$ cat src/rtl/program_loader_if.sv
// Host byte stream and instruction RAM write port of the program loader.
//
// Stream handshake: a byte in in_data moves only on a rising clk edge where
// in_valid and in_ready are both 1. The producer may raise or drop in_valid
// at any time between bytes. in_ready never looks at in_valid.
//
// RAM write port: mem_we is a one-cycle strobe; mem_addr/mem_wdata are valid
// whenever mem_we is 1.
interface program_loader_if;
    logic [7:0] in_data;
    logic       in_valid;
    logic       in_ready;
    logic       mem_we;
    logic [3:0] mem_addr;
    logic [7:0] mem_wdata;

    // Host / environment side: drives the stream, observes the RAM port.
    modport master (
        output in_data,
        output in_valid,
        input  in_ready,
        input  mem_we,
        input  mem_addr,
        input  mem_wdata
    );

    // Loader side: consumes the stream, drives the RAM port.
    modport slave (
        input  in_data,
        input  in_valid,
        output in_ready,
        output mem_we,
        output mem_addr,
        output mem_wdata
    );
endinterface

$ cat src/rtl/program_loader.sv
// Loads a framed program image ({MAGIC, N-1}, N data bytes, 8-bit sum) into
// the 16 x 8 instruction RAM while holding the processor in reset. The hold
// is released only after a frame whose checksum matches.
module program_loader #(
    parameter logic [3:0] MAGIC = 4'hA
) (
    input  logic             clk,
    input  logic             rst,
    input  logic             load_req,
    input  logic             abort,
    program_loader_if.slave  bus,
    output logic             cpu_hold,
    output logic             done,
    output logic             err,
    output logic [2:0]       state_dbg
);

    typedef enum logic [2:0] {
        ST_IDLE   = 3'd0,
        ST_HEADER = 3'd1,
        ST_DATA   = 3'd2,
        ST_CHECK  = 3'd3,
        ST_DONE   = 3'd4
    } state_t;

    state_t     state;
    state_t     state_next;

    logic [4:0] cnt;        // next write address; stops at 16
    logic [3:0] last_idx;   // N-1 from the header
    logic [7:0] sum;        // running sum of data bytes, wraps mod 256

    logic       mem_we_q;
    logic [3:0] mem_addr_q;
    logic [7:0] mem_wdata_q;

    logic       active;
    logic       in_ready;
    logic       accept;
    logic       start;
    logic       hdr_ok;
    logic       last_data;
    logic       sum_ok;
    logic       wr_data;
    logic       set_err;

    // Handshake and frame-field decode shared by the FSM and the datapath.
    always_comb begin
        active    = (state == ST_HEADER) || (state == ST_DATA) || (state == ST_CHECK);
        in_ready  = active && !abort;
        accept    = in_ready && bus.in_valid;
        start     = (state == ST_IDLE) && load_req;
        hdr_ok    = (bus.in_data[7:4] == MAGIC);
        last_data = (cnt == {1'b0, last_idx});
        sum_ok    = (bus.in_data == sum);
    end

    // State register.
    always_ff @(posedge clk) begin
        if (rst) begin
            state <= ST_IDLE;
        end else begin
            state <= state_next;
        end
    end

    // Next state and per-cycle control strobes.
    always_comb begin
        state_next = state;
        wr_data    = 1'b0;
        set_err    = 1'b0;
        unique case (state)
            ST_IDLE: begin
                if (load_req) state_next = ST_HEADER;
            end
            ST_HEADER: begin
                if (abort) begin
                    state_next = ST_IDLE;
                    set_err    = 1'b1;
                end else if (accept) begin
                    if (hdr_ok) begin
                        state_next = ST_DATA;
                    end else begin
                        state_next = ST_IDLE;
                        set_err    = 1'b1;
                    end
                end
            end
            ST_DATA: begin
                if (abort) begin
                    state_next = ST_IDLE;
                    set_err    = 1'b1;
                end else if (accept) begin
                    wr_data = 1'b1;
                    if (last_data) state_next = ST_CHECK;
                end
            end
            ST_CHECK: begin
                if (abort) begin
                    state_next = ST_IDLE;
                    set_err    = 1'b1;
                end else if (accept) begin
                    if (sum_ok) begin
                        state_next = ST_DONE;
                    end else begin
                        state_next = ST_IDLE;
                        set_err    = 1'b1;
                    end
                end
            end
            ST_DONE: begin
                state_next = ST_IDLE;
            end
            default: begin
                state_next = ST_IDLE;
            end
        endcase
    end

    // Header length capture: only a header with the right magic updates N-1.
    always_ff @(posedge clk) begin
        if (rst) begin
            last_idx <= 4'd0;
        end else if (state == ST_HEADER && accept && hdr_ok) begin
            last_idx <= bus.in_data[3:0];
        end
    end

    // Address counter: cleared at session start, saturates at 16.
    always_ff @(posedge clk) begin
        if (rst) begin
            cnt <= 5'd0;
        end else if (start) begin
            cnt <= 5'd0;
        end else if (wr_data && cnt != 5'd16) begin
            cnt <= cnt + 5'd1;
        end
    end

    // Checksum accumulator over data bytes only.
    always_ff @(posedge clk) begin
        if (rst) begin
            sum <= 8'd0;
        end else if (start) begin
            sum <= 8'd0;
        end else if (wr_data) begin
            sum <= sum + bus.in_data;
        end
    end

    // Registered RAM write port; address/data hold their last value between writes.
    always_ff @(posedge clk) begin
        if (rst) begin
            mem_we_q    <= 1'b0;
            mem_addr_q  <= 4'd0;
            mem_wdata_q <= 8'd0;
        end else begin
            mem_we_q <= wr_data;
            if (wr_data) begin
                mem_addr_q  <= cnt[3:0];
                mem_wdata_q <= bus.in_data;
            end
        end
    end

    // Processor hold: raised at session start, dropped only when leaving DONE.
    always_ff @(posedge clk) begin
        if (rst) begin
            cpu_hold <= 1'b0;
        end else if (start) begin
            cpu_hold <= 1'b1;
        end else if (state == ST_DONE) begin
            cpu_hold <= 1'b0;
        end
    end

    // Sticky error: cleared only by a new session or reset.
    always_ff @(posedge clk) begin
        if (rst) begin
            err <= 1'b0;
        end else if (start) begin
            err <= 1'b0;
        end else if (set_err) begin
            err <= 1'b1;
        end
    end

    assign done          = (state == ST_DONE);
    assign state_dbg     = state;
    assign bus.in_ready  = in_ready;
    assign bus.mem_we    = mem_we_q;
    assign bus.mem_addr  = mem_addr_q;
    assign bus.mem_wdata = mem_wdata_q;

endmodule

$ cat src/flat_wrapper.sv
// flat-port wrapper written by rule: the top's interface ports become plain ports
module program_loader_flat 
#(
    parameter logic [3:0] MAGIC = 4'hA
)
  (clk, rst, load_req, abort, cpu_hold, done, err, state_dbg, bus_in_data, bus_in_valid, bus_in_ready, bus_mem_we, bus_mem_addr, bus_mem_wdata);
  program_loader_if bus_i ();
  input  logic clk;
  input  logic rst;
  input  logic load_req;
  input  logic abort;
  output logic cpu_hold;
  output logic done;
  output logic err;
  output logic [2:0] state_dbg;
  input wire logic [$bits(bus_i.in_data)-1:0] bus_in_data;
  input wire logic [$bits(bus_i.in_valid)-1:0] bus_in_valid;
  output wire logic [$bits(bus_i.in_ready)-1:0] bus_in_ready;
  output wire logic [$bits(bus_i.mem_we)-1:0] bus_mem_we;
  output wire logic [$bits(bus_i.mem_addr)-1:0] bus_mem_addr;
  output wire logic [$bits(bus_i.mem_wdata)-1:0] bus_mem_wdata;
  assign bus_i.in_data = bus_in_data;
  assign bus_i.in_valid = bus_in_valid;
  assign bus_in_ready = bus_i.in_ready;
  assign bus_mem_we = bus_i.mem_we;
  assign bus_mem_addr = bus_i.mem_addr;
  assign bus_mem_wdata = bus_i.mem_wdata;
  program_loader #(.MAGIC(MAGIC)) u_core (.clk(clk), .rst(rst), .load_req(load_req), .abort(abort), .bus(bus_i), .cpu_hold(cpu_hold), .done(done), .err(err), .state_dbg(state_dbg));
endmodule
$ cat config.mk
export PLATFORM = sky130hd
export DESIGN_NAME = program_loader_flat
export DESIGN_NICKNAME = d
export VERILOG_FILES = /design/src/rtl/program_loader_if.sv /design/src/rtl/program_loader.sv /design/src/flat_wrapper.sv
export SDC_FILE = /design/constraint.sdc
export NUM_CORES = 1
export LEC_CHECK = 0
export ABC_CLOCK_PERIOD_IN_PS = 2600
export CAP_MARGIN = 15
export CORE_MARGIN = 3
export CORE_UTILIZATION = 51
export CTS_CLUSTER_DIAMETER = 30
export DETAILED_ROUTE_END_ITERATION = 12
export GPL_ROUTABILITY_DRIVEN = 1
export GPL_TIMING_DRIVEN = 0
export PLACE_DENSITY = 0.78
export SLEW_MARGIN = 10
export SYNTH_ARGS = -nofsm -noshare
export SYNTH_HDL_FRONTEND = slang
export SYNTH_SLANG_ARGS = --single-unit
$ cat constraint.sdc
create_clock -name clk -period 2.6 [get_ports clk]
set_input_delay 0.52 -clock clk [delete_from_list [all_inputs] [get_ports clk]]
set_output_delay 0.52 -clock clk [all_outputs]
set_load 0.1 [all_outputs]
==> impl_results.md <==
* Crit path time final at 2.48 ns
* Area grow syn2layout at 26.8%
* Clock Latency Late Sink at 0.35 ns
* Placed cell area at 0.00215 sq mm
* CTS max path bufs at 2
* Async set-reset flop share out of synthesis at 0%
* R2R Path Start: u_core.sum[1]
* Die area at 0.00420 sq mm
* CTS tree: done
* # Post-CTS Setup Buffers at 0
* Final HPWL DP at 3.00 mm
* H-tree depth at 2
* Vias in the first global route at 1506
* Worst Setup SP: u_core.state_dbg[0]
* Die Span Y at 64.8 um
* Layout cells sized above 1 at 7.60%
* Initial antenna violation count at 0
* Fmax at 403 MHz
* Num rows at 20
* Primary FF master, synth: dfxtp_1
* Cell variety after synth at 38
* Synth Area per Inst at 8.39 sq um
* RSZ-0062 raised after global routing: no
* Leak pwr at 0.825 nW
* Final Core Density at 70.3%
* Post-CTS Hold Fix Bufs at 0
* Power density cells at 583 mW/mm^2
* Vias at 1599
* Critical path capture point type: output pin
* 1st-pass router iterations at 4
* Reg2reg setup slack at 0.69 ns
* Final setup viols at 0
* DP Cell Count at 286
* Syn_nets at 233
* Critical path class: register to output pin
* Die width at 64.8 um
* Root Buffer: clkbuf_4
* Post-route insts no fill at 294
* Max FO, Critical Path at 9
* Largest net degree at the start of global routing at 13
* Setup TNS at 0 ns
* Hold Path Origin: u_core.bus.mem_addr[2]
* Port bufs at 32
* Via density per instance at 5.44
* Seq/Total Area, Yosys at 39.8%
* FF+latch count, synth at 35
* Nets at 272
* Worst Path Buf+Inv at 1
* Avg WL per Cell at 13.8 um
* CP max stage cell: clkdlybuf4s50_1
* CP required at 2.08 ns
* Core area at 0.00318 sq mm
* Drt drc at 0
* Ant diodes at 0
* Clock Sinks at 35
* Post-DRT Antenna Nets at 0
* Syn. warnings at 0
* Clock skew at 0.00812 ns
* Initial DRC count at 111
* First-pass GRT wire length at 7.05 mm
* Max-slew violations at 0
* Worst path max stage delay at 1.16 ns
* Hold Path Class: register to register
* GRT overflow at 0
* Crit path max-delay family: buffers and inverters
* Fin crit share at 95.4%
* Most frequent cells in the layout: nand2_1 (33), dfxtp_1 (33), clkdlybuf4s50_1 (30)
* Design Area, Final at 0.00223 sq mm
* Final hold viol count at 0
* Synth Cell Area at 0.00176 sq mm
* Worst Max-Slew Pin Slew at 0.982 ns
* Max-capacitance violation count at 0
* CP cell instances: clkdlybuf4s50_1
* Ports at 33
* All-Layer GR Usage at 21.5%
* Total wire length at 4.06 mm
* Startpoint Class: register
* Max_slew headroom at 34.3%
* Cts bufs inserted at 5
* PostCTS Resize Cnt at 6
* VDD IR-drop max at 357 uV
* GPL Wtd Cong at 0.864
* Initial Utilization at 55.4%
* Worst endpoint data arrival time at 1.96 ns
* Post-synthesis instance total at 210
* Clock Pin Slew Worst Setup and Hold Paths at 0.12 ns
* EDFF count, synth at 0
* Status: finished clean
## synthesized netlist by cell type (all sizes together), types with 3 or more instances
master  number  share of area, %
xnor2        6               3.0
a211oi       3               1.6
nor4b        3               2.3
a21oi       26               7.4
nor2        18               3.8
nor2b        4               1.4
dfxtp       35                40
nand4        3               1.1
buf          3               1.5
nand2       34               7.4
clkbuf       7               1.5
o21ai        5               1.4
xor2         5               2.5
o31a         3               1.5
mux2i        5               2.8
inv          6               1.3
ha           9               6.4
nor3         8               2.3
o21a         4               1.7
nand3        5               1.4
## sequential cells by signal, summed over array words and instances, names as in the netlist
signal                flops
u_core.bus.mem_wdata      8
u_core.sum                8
u_core.cnt                5
u_core.bus.mem_addr       4
u_core.last_idx           4
u_core.state_dbg          3
u_core.bus.mem_we         1
u_core.cpu_hold           1
u_core.err                1
## per-layer routing
metal  vias to the layer above  wire length, um  GRT usage [%]
met3                         4              183           5.72
met4                         0               45           7.39
met2                        34             1880           34.0
met5                         -                0              0
li1                        811                -              -
met1                       750             1960           28.1
## per-stage QoR
step           setup slack (ns)  hold slack, ns  power [mW]
3_5_place_dp             -0.357           0.446       0.916
5_1_grt                  0.0795           0.475        1.36
6_report                  0.121           0.459        1.30
4_1_cts                   0.106           0.462        1.31
3_3_place_gp             -0.365           0.443       0.915
2_1_floorplan             0.112           0.436       0.827
## area by class of cell
cell class / count / area [sq um]
fill: 270 / 943
tap: 44 / 55.1
inverter: 6 / 22.5
multi-input combinational: 159 / 997
buffer: 10 / 52.6
clock inverter: 3 / 43.8
timing repair buffer: 32 / 323
clock buffer: 5 / 37.5
sequential: 35 / 703
## kinds of logic after synthesis
kind of cell,Yosys count,share of synthesized area [%]
flops,35,39.8
fa+ha+maj,10,7.53
buf+inv,16,4.26
compound gates,50,17.5
simple gates,83,22.7
mux,5,2.84
xor+xnor,11,5.47
## power by group
group | leakage [nW] | internal [mW] | switching [mW] | total, mW
sequential | 0.283 | 0.553 | 0.0250 | 0.578
combinational | 0.496 | 0.0961 | 0.228 | 0.324
clock | 0.0452 | 0.202 | 0.197 | 0.400
## path summary, 6_finish.rpt
| path | endpoint | cells past startpoint |
|---|---|---|
| setup reg to reg | u_core.sum[7] | 6 |
| hold / removal | u_core.bus.mem_addr[2] | 2 |
| hold reg to reg | u_core.bus.mem_addr[2] | 2 |
| setup / recovery | state_dbg[0] | 1 |
## worst reg2reg max path, stage by stage (launching register included)
cell,delay [ns]
dfxtp_1,0.35
ha_1,0.32
a211oi_2,0.22
o211ai_1,0.14
and3_1,0.21
or4_1,0.46
a21oi_1,0.15
Power figures use the tool's default switching activity.
